[src/rtl/cpu_run_ctrl_pkg.sv]
// cpu_run_ctrl_pkg: shared state encoding, address base and byte-lane order for the run controller
package cpu_run_ctrl_pkg;
  typedef enum logic [2:0] {
    ST_IDLE = 3'd0,
    ST_LOAD = 3'd1,
    ST_CRST = 3'd2,
    ST_RUN  = 3'd3,
    ST_HALT = 3'd4,
    ST_STEP = 3'd5
  } state_t;
  localparam logic [31:0] PC_BASE_DEF = 32'h0040_0000;
  localparam bit LANE_LE = 1'b1;
  function automatic logic [1:0] lane_of(input logic [1:0] idx);
    return LANE_LE ? idx : 2'd3 - idx;
  endfunction
endpackage

[src/rtl/cpu_run_ctrl_imem_loader.sv]
// cpu_run_ctrl_imem_loader: assembles loader bytes into IMEM words, writes them and flags overflow
module cpu_run_ctrl_imem_loader
  import cpu_run_ctrl_pkg::*;
#(
  parameter int IMEM_AW = 10
) (
  input  logic               clk,
  input  logic               rst,
  input  logic               en,
  input  logic               first,
  input  logic               in_valid,
  input  logic [7:0]         in_byte,
  input  logic               in_last,
  output logic               in_ready,
  output logic               we,
  output logic [IMEM_AW-1:0] addr,
  output logic [31:0]        wdata,
  output logic               done,
  output logic               ovf,
  output logic               err
);
  logic [1:0]         idx_q, idx_d, idx_b;
  logic [IMEM_AW:0]   ptr_q, ptr_d, ptr_b;
  logic [31:0]        buf_q, buf_d, word, wdata_q, wdata_d;
  logic [IMEM_AW-1:0] addr_q, addr_d;
  logic               we_q, we_d, done_q, done_d, ovf_q, ovf_d, err_q, err_d, acc, flush;
  assign in_ready = en & ~done_q & ~ovf_q;
  assign acc      = in_valid & in_ready;
  assign idx_b    = first ? 2'd0 : idx_q;
  assign ptr_b    = first ? '0 : ptr_q;
  assign flush    = acc & ((idx_b == 2'd3) | in_last);
  always_comb begin
    word = (idx_b == 2'd0) ? 32'd0 : buf_q;
    word[{lane_of(idx_b), 3'b000} +: 8] = in_byte;
    buf_d   = acc ? word : buf_q;
    idx_d   = flush ? 2'd0 : acc ? idx_b + 2'd1 : idx_q;
    ptr_d   = acc ? ptr_b : ptr_q;
    err_d   = (acc & first) ? 1'b0 : err_q;
    we_d    = 1'b0;
    ovf_d   = 1'b0;
    done_d  = 1'b0;
    addr_d  = addr_q;
    wdata_d = wdata_q;
    if (flush) begin
      if (ptr_b[IMEM_AW]) begin
        ovf_d = 1'b1;
        err_d = 1'b1;
      end else begin
        we_d    = 1'b1;
        addr_d  = ptr_b[IMEM_AW-1:0];
        wdata_d = word;
        ptr_d   = ptr_b + (IMEM_AW+1)'(1);
        done_d  = in_last;
      end
    end
  end
  always_ff @(posedge clk or negedge rst) begin
    if (!rst) begin
      idx_q   <= '0;
      ptr_q   <= '0;
      buf_q   <= '0;
      wdata_q <= '0;
      addr_q  <= '0;
      we_q    <= 1'b0;
      done_q  <= 1'b0;
      ovf_q   <= 1'b0;
      err_q   <= 1'b0;
    end else begin
      idx_q   <= idx_d;
      ptr_q   <= ptr_d;
      buf_q   <= buf_d;
      wdata_q <= wdata_d;
      addr_q  <= addr_d;
      we_q    <= we_d;
      done_q  <= done_d;
      ovf_q   <= ovf_d;
      err_q   <= err_d;
    end
  end
  assign we    = we_q;
  assign addr  = addr_q;
  assign wdata = wdata_q;
  assign done  = done_q;
  assign ovf   = ovf_q;
  assign err   = err_q;
endmodule

[src/rtl/cpu_run_ctrl.sv]
// cpu_run_ctrl: boot/run/debug sequencer driving CPU enable and reset, IMEM loading and retire count
module cpu_run_ctrl
  import cpu_run_ctrl_pkg::*;
#(
  parameter int          IMEM_AW    = 10,
  parameter int          RST_CYCLES = 4,
  parameter logic [31:0] PC_BASE    = PC_BASE_DEF
) (
  input  logic               clk,
  input  logic               rst,
  input  logic               load_valid,
  input  logic [7:0]         load_byte,
  input  logic               load_last,
  output logic               load_ready,
  input  logic               start,
  input  logic               halt_req,
  input  logic               resume,
  input  logic               step_req,
  input  logic               bp_en,
  input  logic [31:0]        bp_addr,
  input  logic [31:0]        cpu_pc,
  output logic               cpu_ena,
  output logic               cpu_rst,
  output logic               imem_we,
  output logic [IMEM_AW-1:0] imem_addr,
  output logic [31:0]        imem_wdata,
  output logic [2:0]         state_o,
  output logic               load_err,
  output logic [31:0]        instr_cnt
);
  localparam int RC_W = $clog2(RST_CYCLES + 1);
  if (RST_CYCLES < 1 || PC_BASE[1:0] != 2'b00) begin : g_bad_param
    $error("cpu_run_ctrl: RST_CYCLES must be >= 1 and PC_BASE word aligned");
  end
  state_t            state_q, state_d;
  logic [RC_W-1:0]   rcnt_q, rcnt_d;
  logic [31:0]       instr_cnt_q, instr_cnt_d;
  logic              bp_skip_q, bp_skip_d, bp_hit, ld_en, ld_ready, ld_done, ld_ovf, acc;
  assign ld_en      = (state_q == ST_IDLE) | (state_q == ST_LOAD);
  assign load_ready = rst & ld_en & ld_ready;
  assign acc        = load_valid & load_ready;
  assign bp_hit     = bp_en & (cpu_pc == bp_addr) & ~bp_skip_q;
  cpu_run_ctrl_imem_loader #(.IMEM_AW(IMEM_AW)) u_loader (
    .clk      (clk),
    .rst      (rst),
    .en       (ld_en),
    .first    (state_q == ST_IDLE),
    .in_valid (load_valid),
    .in_byte  (load_byte),
    .in_last  (load_last),
    .in_ready (ld_ready),
    .we       (imem_we),
    .addr     (imem_addr),
    .wdata    (imem_wdata),
    .done     (ld_done),
    .ovf      (ld_ovf),
    .err      (load_err)
  );
  always_comb begin
    state_d   = state_q;
    rcnt_d    = rcnt_q;
    bp_skip_d = bp_skip_q;
    cpu_rst   = 1'b1;
    cpu_ena   = 1'b0;
    case (state_q)
      ST_IDLE: state_d = acc ? ST_LOAD : start ? ST_CRST : ST_IDLE;
      ST_LOAD: state_d = ld_done ? ST_CRST : ld_ovf ? ST_IDLE : ST_LOAD;
      ST_CRST: begin
        rcnt_d  = rcnt_q + RC_W'(1);
        state_d = (rcnt_q == RC_W'(RST_CYCLES - 1)) ? ST_RUN : ST_CRST;
      end
      ST_RUN: begin
        cpu_rst = 1'b0;
        cpu_ena = ~(halt_req | bp_hit);
        state_d = cpu_ena ? ST_RUN : ST_HALT;
      end
      ST_HALT: begin
        cpu_rst = 1'b0;
        if (step_req | (resume & ~halt_req)) begin
          state_d   = step_req ? ST_STEP : ST_RUN;
          bp_skip_d = 1'b1;
        end
      end
      ST_STEP: begin
        cpu_rst = 1'b0;
        cpu_ena = 1'b1;
        state_d = ST_HALT;
      end
      default: state_d = ST_IDLE;
    endcase
    if (cpu_ena) bp_skip_d = 1'b0;
    if (state_d == ST_CRST && state_q != ST_CRST) begin
      rcnt_d    = '0;
      bp_skip_d = 1'b0;
    end
    instr_cnt_d = (state_d == ST_CRST) ? 32'd0 : instr_cnt_q + 32'(cpu_ena);
  end
  always_ff @(posedge clk or negedge rst) begin
    if (!rst) begin
      state_q     <= ST_IDLE;
      rcnt_q      <= '0;
      instr_cnt_q <= '0;
      bp_skip_q   <= 1'b0;
    end else begin
      state_q     <= state_d;
      rcnt_q      <= rcnt_d;
      instr_cnt_q <= instr_cnt_d;
      bp_skip_q   <= bp_skip_d;
    end
  end
  assign state_o   = state_q;
  assign instr_cnt = instr_cnt_q;
endmodule

[config.mk]
export PLATFORM = sky130hd
export DESIGN_NAME = cpu_run_ctrl
export DESIGN_NICKNAME = d
export VERILOG_FILES = /design/src/rtl/cpu_run_ctrl_pkg.sv /design/src/rtl/cpu_run_ctrl_imem_loader.sv /design/src/rtl/cpu_run_ctrl.sv
export SDC_FILE = /design/constraint.sdc
export NUM_CORES = 1
export LEC_CHECK = 0
export BUFFER_PORTS_ARGS = -buffer_cell sky130_fd_sc_hd__clkbuf_2
export CAP_MARGIN = 5
export CORE_MARGIN = 2
export CORE_UTILIZATION = 25
export CTS_CLUSTER_DIAMETER = 30
export CTS_CLUSTER_SIZE = 20
export DETAILED_ROUTE_END_ITERATION = 12
export PLACE_DENSITY_LB_ADDON = 0.05
export SLEW_MARGIN = 40
export SYNTH_ARGS = -nofsm -noshare
export SYNTH_HDL_FRONTEND = slang
export SYNTH_SLANG_ARGS = --single-unit
[constraint.sdc]
create_clock -name clk -period 9.3 [get_ports clk]
set_clock_uncertainty 0.15 [all_clocks]
set_input_delay 1.86 -clock clk [delete_from_list [all_inputs] [get_ports clk]]
set_output_delay 1.86 -clock clk [all_outputs]
set_load 0.005 [all_outputs]
==> metrics.txt <==
syn avg cell area=9.56 um2; CP Launch Type=input pin; Worst Setup End Kind=output pin; CTS tree=yes; ys async rst share=100%; Pleak=between 3 and 4 nW; IO Port Bufs=approximately 160; worst hold margin=~0.32 ns; drt first pass iters=6; Final Non-Filler Cells=1,157; All-Layer GR Usage=14.5%; most frequent cell after synthesis=dfrtp_1; DR vias=around 5,500; highest routed layer=met4; Final Util=about 32%; Worst R2R Setup Slack=~5.5 ns; max frequency=around 190 MHz; MaxCap Viol Count=0; Avg WL per Cell=approximately 16 um; initial antenna violation count=0; final WL=about 18 mm; #FFs+latches synth=130; Slew @ Worst Pin=roughly 0.8 ns; Die H=approximately 160 um; Tcrit/Tclk final=roughly 57%; grt ovf=0; Power Density=~250 nW/um2; Die Span X=between 150 and 200 um; Root Buffer=clkbuf_16; Synth top cells by count=dfrtp_1 (130), nor2_1 (89), nand2_1 (68), xnor2_1 (39), o21ai_0 (35); largest net degree at the start of global routing=68; peak supply drop=between 90 and 100 uV; Synth top area share=51.0%; clock buffer count from CTS=17; outcome=finished, final reports clean; clock sink count=130; worst-path maximum fanout=5; total negative slack=0 ns; Layout area overhead=27.3%; worst skew pair latency=0.42 ns; row cnt=slightly below 60; share of cells above drive strength 1=25.0%; Starting Density=25.4%; Worst EP required=about 7.3 ns; Tot Pwr=roughly 0.0020 W; met3 wire length=1.01 mm; most area-hungry cell type in the Yosys netlist=dfrtp_1; Post-Syn Area=between 6000 and 7000 um2; # DRC=0; Syn Inst Count=between 600 and 700; Distinct cells, synth=52; Clock Path Buffers=2; Ports=around 160; top post-synthesis cells by area=dfrtp_1 (51%), xnor2_1 (5.4%), nor2_1 (5.2%), nand2_1 (4.0%), a22o_1 (3.6%); Synth Net Count=between 700 and 800; die footprint=about 27,000 um2; Setup Buffers After CTS=0; Iter 0 DRT Violations=between 300 and 400; RD Place Congestion=approximately 0.79; Metal-1 WL=8.35 mm; core area=around 25,000 um2; met2 routed WL=9.01 mm; number of synthesized flops with an enable pin=0; clock slew seen by the registers of the worst setup and hold paths=0.06 ns; hold buffers post-CTS=0; endpoints failing setup=0; Filler Cells Inserted=2,687; # diodes=0; sequential-to-total area share from yosys stat=approximately half; worst min path class=flop to flop; Post-DP HPWL=around 13 mm; first-pass GRT wire length=30.5 mm; Slew HR=a little under half; top_reg_cell synth=dfrtp_1; CP Data Arrival Time=~3.3 ns; Crit Path Class=input pin to output pin; Final Max Tran Viols=0; vias in the first global route=~5,600; minimum clock period=~5.3 ns; Placed Instances=1,125; post-DR vias/cell=approximately 4.7; RSZ-0062 raised after global routing=false; Fin. Hold Viols=0; ANT nets after route=0; Clock H-tree levels=4; nets=906; post_cts resized=0; Ys Warns=0
## area by class of cell
type                            count  area (um2)  area share, %
Timing Repair Buffer              166         851           10.5
Sequential cell                   130        3250           40.1
Clock inverter                     12         154           1.90
Tap cell                          330         413           5.09
Inverter                           16        60.1          0.740
Clock buffer                       20         457           5.63
Multi-Input combinational cell    483        2920           36.0
## critical path: stages
cell and delay, ns:
clkbuf_2 0.09, xnor2_1 0.20, nand4_1 0.17, nor4_1 0.28
a41o_1 0.29, o21ai_0 0.22, clkbuf_2 0.18
## metal layers
metal / global-route usage, % / up-vias
li1: - / 2667
met1: 19.3 / 2625
met2: 23.9 / 160
met3: 3.86 / 12
met4: 2.75 / 0
met5: 0 / -
## sequential cells by signal, summed over array words and instances (netlist names)
signal	cells
instr_cnt	32
u_loader.buf_q	32
u_loader.wdata	32
u_loader.ptr_q	11
u_loader.addr	10
rcnt_q	3
state_o	3
u_loader.idx_q	2
bp_skip_q	1
u_loader.done	1
u_loader.err	1
u_loader.ovf	1
u_loader.we	1
## kinds of logic (layout without fill, tap and decap cells)
group,after synthesis,after routing,synth area share [%]
compound gates,142,142,15.2
buf+inv,54,214,3.36
xor+xnor,54,54,7.42
mux,3,3,0.471
flops,130,130,51.0
simple gates,273,273,20.4
fa+ha+maj,11,11,2.16
## worst paths after layout
path                                           to              from  depth (start not counted)
min in group asynchronous       u_loader.wdata[3]               rst                          1
worst max register to register  u_loader.ptr_q[3]        state_o[1]                         10
worst min register to register   u_loader.addr[7]  u_loader.addr[7]                          2
max in group asynchronous           instr_cnt[17]               rst                          2
worst max-delay path                      cpu_ena        bp_addr[8]                          7
worst min-delay path             u_loader.addr[7]  u_loader.addr[7]                          2
## stage by stage
stage | instance area, um2 | worst slack (ns)
finish | 8110 | 4.00
global route | 8110 | 3.78
CTS | 8110 | 3.89
detailed placement | 7500 | 3.89
global placement | 7480 | 3.97
floorplan | 6370 | 4.55
## where the power goes
group | switching [W] | internal (W) | total, W
Combinational | 0.000380 | 0.000217 | 0.000597
Sequential | 0.0000815 | 0.000667 | 0.000748
Clock | 0.000263 | 0.000437 | 0.000700
## cell usage in the layout, fill, tap and decap left out, types with 4 or more instances in the layout
cell       netlist  layout
nand2_1         68      68
xnor2_1         39      39
nor3_1           9       6
and2_1           5       5
o21ai_0         35      35
and3_1           5       5
xor2_1          15      15
nor2b_1         14      14
clkbuf_2         1     161
a221oi_1        24      24
a22o_1          26      26
ha_1            11      11
clkbuf_16        0      17
nand4_1         16      16
o31ai_1          4       4
or3_1           11      11
inv_1           15      15
nor4_1           7       7
dfrtp_1        130     130
and4_1           4       4
nand3_1         31      31
a21oi_1         29      29
nor2_1          89      88
Note: power is estimated with default switching activity, not from simulation.
